$ cat config.mk
export PLATFORM = sky130hd
export DESIGN_NAME = alu_parity_pipe_flat
export DESIGN_NICKNAME = d
export VERILOG_FILES = /design/src/rtl/alu_parity_pipe_if.sv /design/src/rtl/alu_parity_pipe.sv /design/src/flat_wrapper.sv
export SDC_FILE = /design/constraint.sdc
export NUM_CORES = 1
export LEC_CHECK = 0
export CORE_UTILIZATION = 34
export CTS_CLUSTER_SIZE = 40
export DETAILED_ROUTE_END_ITERATION = 12
export GPL_ROUTABILITY_DRIVEN = 0
export GPL_TIMING_DRIVEN = 0
export PLACE_DENSITY_LB_ADDON = 0.25
export SLEW_MARGIN = 0
export SYNTH_ARGS = -nofsm -noshare
export SYNTH_HDL_FRONTEND = slang
export SYNTH_SLANG_ARGS = --single-unit
$ cat constraint.sdc
create_clock -name clk -period 2.68 [get_ports clk]
set_input_delay 0.804 -clock clk [delete_from_list [all_inputs] [get_ports clk]]
set_output_delay 0.804 -clock clk [all_outputs]
set_load 0.05 [all_outputs]
$ cat src/rtl/alu_parity_pipe_if.sv
// alu_parity_pipe_if
//   Handshake and data bundle for alu_parity_pipe.
//   Input side : in_valid/in_ready + func, a, b
//   Output side: out_valid/out_ready + out_result, out_parity, out_carry, out_err
//
// Handshake semantics (both sides): a transfer happens on a rising clock edge
// where valid && ready are both 1. A producer that raises valid keeps it and
// its payload stable until that transfer. A consumer may change ready freely.
// ready may depend combinationally on the far side's ready (no skid buffer).
interface alu_parity_pipe_if #(
  parameter int WIDTH = 4
);
  logic             in_valid;
  logic             in_ready;
  logic [7:0]       func;
  logic [WIDTH-1:0] a;
  logic [WIDTH-1:0] b;
  logic             out_valid;
  logic             out_ready;
  logic [WIDTH-1:0] out_result;
  logic             out_parity;
  logic             out_carry;
  logic             out_err;

  // master: the instruction source and result consumer around the block
  modport master (
    output in_valid, func, a, b, out_ready,
    input  in_ready, out_valid, out_result, out_parity, out_carry, out_err
  );

  // slave: the pipeline itself
  modport slave (
    input  in_valid, func, a, b, out_ready,
    output in_ready, out_valid, out_result, out_parity, out_carry, out_err
  );
endinterface

$ cat src/rtl/alu_parity_pipe.sv
// alu_parity_pipe
//   Three-stage ALU with parity output and valid/ready flow control.
//   S1 registers operands, 3-bit opcode and illegal-code flag.
//   S2 registers the executed ALU result and carry/borrow.
//   S3 registers result, parity, carry and err; these drive the outputs.
// Ports
//   clk    : rising-edge clock
//   reset  : asynchronous, active-high reset
//   bus    : alu_parity_pipe_if.slave (in_* handshake + operands,
//            out_* handshake + result/parity/carry/err)
// Parameters
//   WIDTH      : operand/result width (2..32)
//   ODD_PARITY : 0 -> {result,parity} has even ones, 1 -> odd ones
module alu_parity_pipe #(
  parameter int WIDTH      = 4,
  parameter bit ODD_PARITY = 1'b0
) (
  input logic                clk,
  input logic                reset,
  alu_parity_pipe_if.slave   bus
);

  localparam logic [2:0] OP_ADD  = 3'd0;
  localparam logic [2:0] OP_SUB  = 3'd1;
  localparam logic [2:0] OP_XOR  = 3'd2;
  localparam logic [2:0] OP_OR   = 3'd3;
  localparam logic [2:0] OP_AND  = 3'd4;
  localparam logic [2:0] OP_NOR  = 3'd5;
  localparam logic [2:0] OP_NAND = 3'd6;
  localparam logic [2:0] OP_XNOR = 3'd7;

  // stage registers
  logic             s1_valid, s2_valid, s3_valid;
  logic [WIDTH-1:0] s1_a, s1_b;
  logic [2:0]       s1_op;
  logic             s1_err;
  logic [WIDTH-1:0] s2_result;
  logic             s2_carry, s2_err;
  logic [WIDTH-1:0] s3_result;
  logic             s3_parity, s3_carry, s3_err;

  // A stage loads when it is empty or its contents leave on the same edge.
  // Chaining these from the output back makes in_ready combinational on
  // out_ready, which is what gives full throughput without a skid buffer.
  logic s1_load, s2_load, s3_load;
  logic in_err;

  assign s3_load = !s3_valid || bus.out_ready;
  assign s2_load = !s2_valid || s3_load;
  assign s1_load = !s1_valid || s2_load;
  assign in_err  = (bus.func > 8'd7);

  assign bus.in_ready   = s1_load;
  assign bus.out_valid  = s3_valid;
  assign bus.out_result = s3_result;
  assign bus.out_parity = s3_parity;
  assign bus.out_carry  = s3_carry;
  assign bus.out_err    = s3_err;

  // S2 execute: add/sub at WIDTH+1 bits; top bit of the difference is the
  // unsigned borrow (a < b).
  logic [WIDTH:0]   sum_w, diff_w;
  logic [WIDTH-1:0] alu_result;
  logic             alu_carry;

  always_comb begin
    sum_w      = {1'b0, s1_a} + {1'b0, s1_b};
    diff_w     = {1'b0, s1_a} - {1'b0, s1_b};
    alu_result = '0;
    alu_carry  = 1'b0;
    case (s1_op)
      OP_ADD:  begin alu_result = sum_w[WIDTH-1:0];  alu_carry = sum_w[WIDTH];  end
      OP_SUB:  begin alu_result = diff_w[WIDTH-1:0]; alu_carry = diff_w[WIDTH]; end
      OP_XOR:  alu_result = s1_a ^ s1_b;
      OP_OR:   alu_result = s1_a | s1_b;
      OP_AND:  alu_result = s1_a & s1_b;
      OP_NOR:  alu_result = ~(s1_a | s1_b);
      OP_NAND: alu_result = ~(s1_a & s1_b);
      OP_XNOR: alu_result = ~(s1_a ^ s1_b);
      default: alu_result = '0;
    endcase
    if (s1_err) begin
      alu_result = '0;
      alu_carry  = 1'b0;
    end
  end

  // S1: data only captured for a real operation so bubbles leave it alone
  always_ff @(posedge clk or posedge reset) begin
    if (reset) begin
      s1_valid <= 1'b0;
      s1_a     <= '0;
      s1_b     <= '0;
      s1_op    <= '0;
      s1_err   <= 1'b0;
    end else if (s1_load) begin
      s1_valid <= bus.in_valid;
      if (bus.in_valid) begin
        s1_a   <= bus.a;
        s1_b   <= bus.b;
        s1_op  <= in_err ? OP_ADD : bus.func[2:0];
        s1_err <= in_err;
      end
    end
  end

  // S2
  always_ff @(posedge clk or posedge reset) begin
    if (reset) begin
      s2_valid  <= 1'b0;
      s2_result <= '0;
      s2_carry  <= 1'b0;
      s2_err    <= 1'b0;
    end else if (s2_load) begin
      s2_valid <= s1_valid;
      if (s1_valid) begin
        s2_result <= alu_result;
        s2_carry  <= alu_carry;
        s2_err    <= s1_err;
      end
    end
  end

  // S3: outputs hold their last value across bubbles
  always_ff @(posedge clk or posedge reset) begin
    if (reset) begin
      s3_valid  <= 1'b0;
      s3_result <= '0;
      s3_parity <= ODD_PARITY;
      s3_carry  <= 1'b0;
      s3_err    <= 1'b0;
    end else if (s3_load) begin
      s3_valid <= s2_valid;
      if (s2_valid) begin
        s3_result <= s2_result;
        s3_parity <= (^s2_result) ^ ODD_PARITY;
        s3_carry  <= s2_carry;
        s3_err    <= s2_err;
      end
    end
  end

endmodule

$ cat src/flat_wrapper.sv
// flat-port wrapper written by rule: the top's interface ports become plain ports
module alu_parity_pipe_flat 
#(
  parameter int WIDTH      = 4,
  parameter bit ODD_PARITY = 1'b0
)
  (clk, reset, bus_in_valid, bus_func, bus_a, bus_b, bus_out_ready, bus_in_ready, bus_out_valid, bus_out_result, bus_out_parity, bus_out_carry, bus_out_err);
  alu_parity_pipe_if #(.WIDTH(WIDTH)) bus_i ();
  input logic clk;
  input logic reset;
  input wire logic [$bits(bus_i.in_valid)-1:0] bus_in_valid;
  input wire logic [$bits(bus_i.func)-1:0] bus_func;
  input wire logic [$bits(bus_i.a)-1:0] bus_a;
  input wire logic [$bits(bus_i.b)-1:0] bus_b;
  input wire logic [$bits(bus_i.out_ready)-1:0] bus_out_ready;
  output wire logic [$bits(bus_i.in_ready)-1:0] bus_in_ready;
  output wire logic [$bits(bus_i.out_valid)-1:0] bus_out_valid;
  output wire logic [$bits(bus_i.out_result)-1:0] bus_out_result;
  output wire logic [$bits(bus_i.out_parity)-1:0] bus_out_parity;
  output wire logic [$bits(bus_i.out_carry)-1:0] bus_out_carry;
  output wire logic [$bits(bus_i.out_err)-1:0] bus_out_err;
  assign bus_i.in_valid = bus_in_valid;
  assign bus_i.func = bus_func;
  assign bus_i.a = bus_a;
  assign bus_i.b = bus_b;
  assign bus_i.out_ready = bus_out_ready;
  assign bus_in_ready = bus_i.in_ready;
  assign bus_out_valid = bus_i.out_valid;
  assign bus_out_result = bus_i.out_result;
  assign bus_out_parity = bus_i.out_parity;
  assign bus_out_carry = bus_i.out_carry;
  assign bus_out_err = bus_i.out_err;
  alu_parity_pipe #(.WIDTH(WIDTH), .ODD_PARITY(ODD_PARITY)) u_core (.clk(clk), .reset(reset), .bus(bus_i));
endmodule
==> results of run 1 <==
-- where the power goes --
group          leakage [nW]  total (W)  internal (W)  switching, W
clock network        0.0357   0.000334      0.000200      0.000134
registers             0.346   0.000486      0.000455     0.0000307
logic                 0.537   0.000364      0.000178      0.000186
-- worst register-to-register path, stage by stage (launching register included) --
cell	delay, ns
dfrtp_1	0.43
ha_1	0.22
inv_1	0.07
fa_1	0.41
mux2_1	0.30
mux4_2	0.45
a22o_1	0.20
-- worst max path at each step --
stage / slack [ns] / startpoint / end
after floorplan: 0.25 / bus_out_ready / u_core.s1_a[1]
after global placement: -0.43 / bus_out_ready / bus_in_ready
after detailed placement: -0.43 / bus_out_ready / bus_in_ready
after CTS: 0.10 / bus_out_ready / bus_in_ready
after global routing: 0.08 / bus_out_ready / bus_in_ready
final: 0.11 / bus_out_ready / bus_in_ready
-- cell usage after synthesis --
master    instances
dfrtp_1          28
inv_1            13
mux2_2           13
ha_1             12
a21oi_1           8
nand2_1           8
xnor2_1           8
nor2_1            7
nand2b_1          6
a22o_1            5
buf_2             5
mux2_1            5
o21ai_0           5
a32o_1            3
nand3_1           3
a21o_1            2
fa_1              2
mux2i_1           2
nand3b_1          2
nor3_1            2
o22ai_1           2
a211o_1           1
a311o_1           1
buf_6             1
clkbuf_1          1
mux4_2            1
nand4_1           1
nand4b_1          1
nor4_1            1
o211ai_1          1
o21ai_1           1
o21bai_1          1
or4_1             1
xor2_1            1
-- layout by cell type (no fill, tap or decap), drive strengths merged, types with 3 or more instances in the layout --
cell            n
dfrtp          28
clkdlybuf4s50  27
mux2           18
inv            13
ha             12
nand2           8
xnor2           8
a21oi           8
nor2            7
buf             7
nand2b          6
o21ai           6
a22o            5
clkbuf          4
nand3           3
a32o            3
-- metal layers --
layer	vias to the layer above	wire (µm)	GRT usage
met5	-	0	0
met4	0	38	0.0458
met3	5	122	0.0333
met2	27	1570	0.235
met1	584	1440	0.166
li1	604	-	-
-- through the flow --
step           total power [W]  TNS, ns  std cells  instance area [µm²]
4_1_cts                0.00120        0        253                 2100
3_5_place_dp          0.000862   -0.426        249                 2040
6_report               0.00118        0        253                 2100
3_3_place_gp          0.000844   -0.427        249                 2040
2_1_floorplan         0.000759        0        154                 1670
5_1_grt                0.00126        0        253                 2100
-- registers in the layout (all words and copies together) (netlist names) --
| name | count |
|---|---|
| u_core.bus.out_result | 4 |
| u_core.s1_a | 4 |
| u_core.s1_b | 4 |
| u_core.s2_result | 4 |
| u_core.s1_op | 3 |
| u_core.bus.out_carry | 1 |
| u_core.bus.out_err | 1 |
| u_core.bus.out_parity | 1 |
| u_core.bus.out_valid | 1 |
| u_core.s1_err | 1 |
| u_core.s1_valid | 1 |
| u_core.s2_carry | 1 |
| u_core.s2_err | 1 |
| u_core.s2_valid | 1 |
-- layout make-up --
type / count / area [µm²] / area share
multi-input cells: 106 / 882 / 0.420
plain buffers: 7 / 40.0 / 0.0190
well taps: 67 / 83.8 / 0.0399
inverters: 13 / 48.8 / 0.0232
flip-flops and latches: 28 / 701 / 0.333
clock buffers: 3 / 41.3 / 0.0196
clock inverters: 1 / 30.0 / 0.0143
repair buffers: 28 / 275 / 0.131
-- repair_timing --
| action | 4_1_cts | 5_1_grt |
|---|---|---|
| gates resized for setup | 5 | 0 |
| setup endpoints to repair | 1 | 0 |
| buffers inserted | 0 | 0 |
-- logic make-up (layout without fill, tap and decap cells) --
family                     after synthesis  count (layout)  synth area share
AOI/OAI and AO/OA                       30              30             0.123
xor gates and xnor gates                 9               9            0.0472
adders and majority gates               14              14             0.114
buffers and inverters                   20              52            0.0531
DFF                                     28              28             0.419
muxes                                   21              21             0.147
and+or+nand+nor                         32              32            0.0973
==> metrics.txt, run 1 <==
# hold bufs at CTS 0; RR Endpoint u_core.s2_result[1]; fin worst setup slack roughly 0.11 ns; Worst-Skew Late Latency ~0.28 ns; Reg2Reg Depth 6; ranking of synthesized cells by area dfrtp_1, ha_1, mux2_2, xnor2_1, mux2_1; Ys Warns 0; leading area contributor after synthesis dfrtp_1; Clock Path Buffers 2; critical path type primary input to output pin; starting density of the core 0.354; MaxCap Viol Count 0; Core Util, Final 0.445; Syn Nets approximately 190; hpwl dp roughly 2500 µm; Crit Path Max Fanout 4; Tightest Hold Check Type register to register; layout net count 221; Worst EP arrival between 1.5 and 2 ns; routed vias/inst roughly 4.8; grt total ovfl 0; DRC 0; Mapped Area approximately 0.0017 mm²; pre-CTS WS -0.426 ns; number of diodes 0; Slew @ Worst Pin ~1.1 ns; Rel. slew slack 0.290; total CTS buffers 3; Max Slew Vio Count 0; P&R area growth vs syn 25.7%; Fin. Hold Viols 0; status finished, final reports clean; final setup fails 0; synthesized instance count roughly 150; hold path startpoint u_core.s1_valid; overall routing resource usage 0.136; Worst VDD drop roughly 380 µV; CTS tree done; f_max 0.389 GHz; flop-to-flop setup slack roughly 0.49 ns; crit start category primary input; hold slack slightly below 0.5 ns; first-pass GRT wire length 5460 µm; min Tclk post-route around 2.6 ns; largest net degree at the start of global routing 29; Worst-path clk slew ~0.09 ns; crit path capture type output pin; #FFs+latches synth 28; vias 1220; CP delay by family, top buffers and inverters; Seq/Total Area, Yosys 0.419; CP required ~1.9 ns; WL/cell approximately 13 µm; Endpoint, Worst Hold u_core.s2_valid; 1st-iter DRT viols 33; cells along the critical path clkdlybuf4s50_1 > nand4b_1 > buf_2; I/O pins 29; final clock skew around 0.0044 ns; DIE WIDTH 72.1 µm; Die ar. around 0.0052 mm²; Synth Area per Inst around 11 µm²; final WL around 3200 µm; Crit. path cell count 3; Port Buf Inserts 28; Cell variety after synth 34; Slowest-stage cell, CP clkdlybuf4s50_1; length of the first detailed-routing pass in iterations 4; Filler cells 456; Die Y around 70 µm; Core ar. 0.00472 mm²; RSZ-0062 raised after global routing false; # H-tree levels 1; Hold Path Cell Cnt 1; leakage power slightly above 0.9 nW; std cell rows 25; vias in the first global route around 1200; final worst-path cycle share 0.959; share of cells above drive strength 1 0.134; Post-DRT Antenna Nets 0; clk root buf clkbuf_8; CP Buf/Inv Count 2; worst reg2reg startpoint u_core.s1_b[0]; post-synth top area share 0.419; antenna violations before repair 0; Sink Count 28; Worst path max stage delay 0.48 ns; Cell Pwr Density 563 mW/mm²
Note: power is estimated with default switching activity, not from simulation.
==> run 2: changes to the inputs <==
TNS_END_PERCENT = 5   (was unset)
==> results of run 2 <==
Final layout, timing and power as in run 1 (identical DEF).
